==> src/rtl/fastica_unit_sequencer.sv <==
// One-unit FastICA fast-clock sequencer: FILL -> MEAN -> TAIL -> SUB -> CHECK per iteration,
// repeated until converged or MAX_ITER. Optional stall input under `FASTICA_SEQ_STALL_EN.
module fastica_unit_sequencer #(
    parameter int N_MUL     = 4,
    parameter int N_SAMPLES = 128,
    parameter int CNT_W     = 8,
    parameter int MAX_ITER  = 16,
    parameter int ITER_W    = 5
) (
    input  logic              clk_fast,
    input  logic              rst_fast,
    input  logic              go_fast,
    input  logic              converged,
    input  logic              abort,
`ifdef FASTICA_SEQ_STALL_EN
    input  logic              stall,
`endif
    output logic              en_b,
    output logic [N_MUL-1:0]  en_mul,
    output logic              en_tail,
    output logic              en_mean,
    output logic              en_sub,
    output logic              fast_busy,
    output logic              done,
    output logic              timeout,
    output logic [ITER_W-1:0] iter_cnt
);

    localparam int K_W = (N_MUL > 1) ? $clog2(N_MUL) : 1;

    typedef enum logic [2:0] {
        S_IDLE  = 3'd0,
        S_FILL  = 3'd1,
        S_MEAN  = 3'd2,
        S_TAIL  = 3'd3,
        S_SUB   = 3'd4,
        S_CHECK = 3'd5,
        S_DONE  = 3'd6
    } state_t;

    state_t            state_q, state_d;
    logic [K_W-1:0]    k_q, k_d;
    logic [CNT_W-1:0]  smp_q, smp_d;
    logic [ITER_W-1:0] iter_q, iter_d;
    logic              to_q, to_d;
    logic [ITER_W-1:0] iter_next;
    logic              stall_req;

`ifdef FASTICA_SEQ_STALL_EN
    assign stall_req = stall;
`else
    assign stall_req = 1'b0;
`endif

    assign iter_next = iter_q + ITER_W'(1);
    assign en_b      = 1'b1;
    assign iter_cnt  = iter_q;
    assign timeout   = to_q;

    always_comb begin
        // NOTE: every signal written here gets a default first, so no path can infer a latch.
        state_d   = state_q;
        k_d       = k_q;
        smp_d     = smp_q;
        iter_d    = iter_q;
        to_d      = to_q;
        en_mul    = '0;
        en_tail   = 1'b0;
        en_mean   = 1'b0;
        en_sub    = 1'b0;
        fast_busy = 1'b1;
        done      = 1'b0;

        case (state_q)
            S_IDLE: begin
                fast_busy = 1'b0;
                if (go_fast) begin
                    state_d = S_FILL;
                    iter_d  = '0;
                    to_d    = 1'b0;
                    k_d     = '0;
                end
            end
            S_FILL: begin
                // Thermometer: stages 0..k are enabled as the pipeline fills.
                for (int i = 0; i < N_MUL; i++) begin
                    en_mul[i] = (K_W'(i) <= k_q);
                end
                if (k_q == K_W'(N_MUL - 1)) begin
                    state_d = S_MEAN;
                    smp_d   = '0;
                end else begin
                    k_d = k_q + K_W'(1);
                end
            end
            S_MEAN: begin
                en_mul  = '1;
                en_mean = 1'b1;
                smp_d   = smp_q + CNT_W'(1);
                if (smp_q == CNT_W'(N_SAMPLES - 2)) begin
                    state_d = S_TAIL;
                end
            end
            S_TAIL: begin
                // Last sample leaves the tail multiplier, so the mean unit stays enabled.
                en_tail = 1'b1;
                en_mean = 1'b1;
                state_d = S_SUB;
            end
            S_SUB: begin
                en_sub  = 1'b1;
                state_d = S_CHECK;
            end
            S_CHECK: begin
                iter_d = iter_next;
                if (converged) begin
                    state_d = S_DONE;
                end else if (iter_next == ITER_W'(MAX_ITER)) begin
                    state_d = S_DONE;
                    to_d    = 1'b1;
                end else begin
                    state_d = S_FILL;
                    k_d     = '0;
                end
            end
            S_DONE: begin
                done    = 1'b1;
                state_d = S_IDLE;
            end
            default: begin
                fast_busy = 1'b0;
                state_d   = S_IDLE;
            end
        endcase

        // fast_busy is high exactly in the legal non-idle states, which is where a stall applies.
        if (stall_req && fast_busy) begin
            state_d = state_q;
            k_d     = k_q;
            smp_d   = smp_q;
            iter_d  = iter_q;
            to_d    = to_q;
            en_mul  = '0;
            en_tail = 1'b0;
            en_mean = 1'b0;
            en_sub  = 1'b0;
            done    = 1'b0;
        end

        if (abort) begin
            state_d = S_IDLE;
            k_d     = '0;
            smp_d   = '0;
            iter_d  = iter_q;
            to_d    = to_q;
        end
    end

    always_ff @(posedge clk_fast) begin
        // NOTE: non-blocking assignments here so every register samples pre-edge values.
        if (rst_fast) begin
            state_q <= S_IDLE;
            k_q     <= '0;
            smp_q   <= '0;
            iter_q  <= '0;
            to_q    <= 1'b0;
        end else begin
            state_q <= state_d;
            k_q     <= k_d;
            smp_q   <= smp_d;
            iter_q  <= iter_d;
            to_q    <= to_d;
        end
    end

endmodule

==> config.mk <==
export PLATFORM = sky130hd
export DESIGN_NAME = fastica_unit_sequencer
export DESIGN_NICKNAME = d
export VERILOG_FILES = /design/src/rtl/fastica_unit_sequencer.sv
export SDC_FILE = /design/constraint.sdc
export NUM_CORES = 1
export LEC_CHECK = 0
export BUFFER_PORTS_ARGS = -buffer_cell sky130_fd_sc_hd__buf_4
export CAP_MARGIN = 20
export CELL_PAD_IN_SITES_DETAIL_PLACEMENT = 1
export CELL_PAD_IN_SITES_GLOBAL_PLACEMENT = 1
export CORE_ASPECT_RATIO = 0.75
export CORE_MARGIN = 10
export CORE_UTILIZATION = 43
export CTS_CLUSTER_SIZE = 24
export DETAILED_ROUTE_END_ITERATION = 7
export HOLD_SLACK_MARGIN = 0.05
export PLACE_DENSITY = 0.88
export SYNTH_ARGS = -nofsm -noshare
export SYNTH_HDL_FRONTEND = slang
export SYNTH_SLANG_ARGS = --single-unit
==> constraint.sdc <==
create_clock -name clk_fast -period 4 [get_ports clk_fast]
set_clock_uncertainty 0.05 [all_clocks]
set_input_delay 0.8 -clock clk_fast [delete_from_list [all_inputs] [get_ports clk_fast]]
set_output_delay 0.8 -clock clk_fast [all_outputs]
set_load 0.01 [all_outputs]
==> impl_results.md <==
* Status: completed
* Async S/R FF share, synth at 0
* Reg power frac at 0.544
* CTS tree: yes
* Critical path's slowest cell: dfxtp_1
* Flops & latches, synth at 19
* Root buffer cell: clkbuf_8
* CP cell instances: or3b_1 > and2_1 > inv_2 > buf_4
* Cell Int Power at 0.271 mW
* Number of synthesized flops with an enable pin at 0
* Core box area at around 2700 sq um
* Critical R2R Launch: state_q[1]
* Clock power share at 0.375
* Area of the mapped netlist at 1220 sq um
* Crit Path Max Fanout at 25
* Syn_area_per_cell at a little under 8 sq um
* Yosys warning count at 0
* 1st-pass router iterations at 4
* CTS sink cnt at 19
* Post CTS Setup Buffer Count at 0
* # hold bufs at CTS at 0
* Instance count on the critical path at 4
* CP endpoint: en_mul[3]
* Synth unique cells at between 40 and 50
* Longest Clk Path Bufs at 2
* FF/Latch Area at 380 sq um
* Max-cap check violation count at 0
* DR vias at ~1200
* Leakage power at about 0.52 nW
* Register area share after synthesis at 0.312
* Comb pwr share at 0.081
* PortBufs at 19
* Clock Latency Late Sink at roughly 0.26 ns
* Worst Setup SP: state_q[2]
* Vias per inst at roughly 5.8
* Area grow syn2layout at 15.4%
* Final Hold Fails at 0
* CP endpoint kind: primary output
* Switching Share at 0.241
* Layout cells sized above 1 at 0.178
* Metal-1 WL at approximately 1.8 mm
* Worst hold start: timeout
* Fillers at roughly 330
* Reg2reg setup slack at 1.84 ns
* Crit Reg-Reg Endpoint: smp_q[7]
* Remaining DRCs at 0
* Share of the synthesized area in the top cell type at 0.312
* Post-Syn Instances at 156
* Min Tclk post-route at approximately 2.8 ns
* Max Slew Vio Count at 0
* Critical Path RT at 3.15 ns
* Slowest stage delay, CP at ~0.81 ns
* Worst Max-Slew Pin Slew at roughly 0.75 ns
* Pwr Density at 254 nW/um^2
* RSZ-0062 raised after global routing: false
* NetSw at around 0.086 mW
* Drt initial violations at about 110
* Syn nets at roughly 170
* Cts repair resizes at 0
* Crit share post-route at 0.694
* Most frequent cells after synthesis: nor2_1 (20), dfxtp_1 (19), a21oi_1 (13), nand2_1 (9)
* Met2 WL post-DR at approximately 1.6 mm
* Final antenna-violating net count at 0
* VDD IR-drop max at around 0.19 mV
* H-tree depth at 1
* Final core utilization at 0.529
* WP buf/inv at 2
* Max-slew headroom at 0.497
* Delay-heaviest family, CP: flip-flops
* Max Fclk at approximately 360 MHz
* Post-layout nets at between 150 and 200
* TNS Setup at 0 ns
* Die Y-Extent at about 66 um
* Synth area leader: dfxtp_1
* GRT Residual Overflow at 0
* Multi-input gate area at 763 sq um
* # rows at 16
* Top sig layer: met4
* IO Count at 21
* CTS buffer count at 3
* Setup violations, final at 0
* Clk slew on worst S/H paths at around 0.08 ns
* R2R depth at 4
* Crit Path Class: reg2out
* Chip width at about 82 um
* RePlAce Congestion at approximately 0.8
* First-pass GRT wire length at 6.06 mm
* Data arrival time of the critical path at 1.92 ns
* WL/cell at 17.6 um
* Count leader, synth: nor2_1
* Initial antenna violation count at 0
* Initial core utilization at 0.458
* Most used DFF post-synth: dfxtp_1
* Startpoint Class: register
* Worst min path class: reg2reg
* Detailed Place HPWL at between 2 and 3 mm
* Largest net degree at the start of global routing at 26
* Overall routed net length at between 3 and 4 mm
* Die area at roughly 5400 sq um
* Diode count at 0
* Top post-synthesis cells by area: dfxtp_1 (31%), ha_1 (6.2%), nor2_1 (6.2%)
* Global Route Usage Sum at 0.140
* Met3 WL post-DR at roughly 230 um
* Vias in the first global route at about 1200
-- cell families (layout without fill, tap and decap cells) --
logic type               Yosys count  in the layout  share of synthesized area
flip-flops                        19             19                      0.312
XOR/XNOR                           3              3                     0.0215
adder cells (fa/ha/maj)            6              6                     0.0615
other                              1              1                    0.00307
AND/OR/NAND/NOR                   65             65                      0.289
AO/OA/AOI/OAI                     42             42                      0.233
multiplexers                       2              2                     0.0174
buffers and inverters             18             31                     0.0626
-- stage by stage --
stage	total power [mW]	setup WS [ns]	cells	area, sq um	hold WS [ns]
after floorplan	0.215	1.93	156	1220	0.404
after global placement	0.225	1.62	201	1360	0.419
after detailed placement	0.227	1.53	201	1360	0.435
after CTS	0.359	1.23	205	1410	0.447
after global routing	0.373	1.07	205	1410	0.467
final	0.357	1.23	205	1410	0.445
-- flip-flops by register name (all words and copies together) (netlist names) --
signal    cells
iter_cnt      5
k_q           2
state_q       3
smp_q         8
timeout       1
-- per-layer routing --
layer	vias to the layer above	global-route usage
met2	31	0.223
met1	576	0.179
met3	2	0.0489
met5	-	0
li1	590	-
met4	0	0.0237
-- cell type report --
cell class                 count  area share
clock buffer                   3      0.0293
tap                           36      0.0320
multi-input combinational    119       0.542
clock inverter                 1     0.00356
timing repair buffer          19       0.101
inverter                       8      0.0213
sequential                    19       0.270
-- power by group through the flow --
| stage | combinational [mW] | sequential, mW | clock, mW |
|---|---|---|---|
| 2_1_floorplan | 0.0178 | 0.197 | 0 |
| 3_3_place_gp | 0.0272 | 0.198 | 0 |
| 3_5_place_dp | 0.0284 | 0.199 | 0 |
| 4_1_cts | 0.0287 | 0.194 | 0.136 |
| 5_1_grt | 0.0321 | 0.195 | 0.146 |
| 6_report | 0.0289 | 0.194 | 0.134 |
-- worst min-delay path, stage by stage (launching register included) --
cell      delay, ns
dfxtp_1        0.33
inv_1          0.05
a221oi_1       0.06
-- placed cells by master, fill, tap and decap left out, types with 2 or more instances in the layout --
cell | synthesis | routed
a311oi_1 | 2 | 2
nand3b_1 | 2 | 2
o31ai_1 | 2 | 2
a41oi_1 | 2 | 2
nor2_1 | 20 | 20
dfxtp_1 | 19 | 19
xnor2_1 | 2 | 2
inv_1 | 7 | 7
o21ai_1 | 3 | 3
a31oi_1 | 4 | 4
nand4_1 | 2 | 2
clkbuf_8 | 0 | 3
a21oi_1 | 13 | 13
ha_1 | 6 | 6
o21ai_0 | 3 | 3
nand3_1 | 5 | 5
and2_1 | 5 | 5
nor3b_1 | 3 | 3
nand4b_1 | 3 | 3
o311ai_0 | 2 | 2
or2_2 | 2 | 2
nor3_1 | 3 | 3
nand2b_1 | 2 | 2
nand2_1 | 9 | 9
buf_4 | 2 | 19
or4_1 | 2 | 2
a22oi_1 | 2 | 2
-- worst min path at each step --
| stage | cells past startpoint | endpoint | slack (ns) |
|---|---|---|---|
| 2_1_floorplan | 1 | smp_q[7] | 0.40 |
| 4_1_cts | 2 | timeout | 0.45 |
| 6_report | 2 | timeout | 0.44 |
| 3_3_place_gp | 2 | timeout | 0.42 |
| 5_1_grt | 2 | timeout | 0.47 |
| 3_5_place_dp | 2 | timeout | 0.43 |
Note: power is estimated with default switching activity, not from simulation.
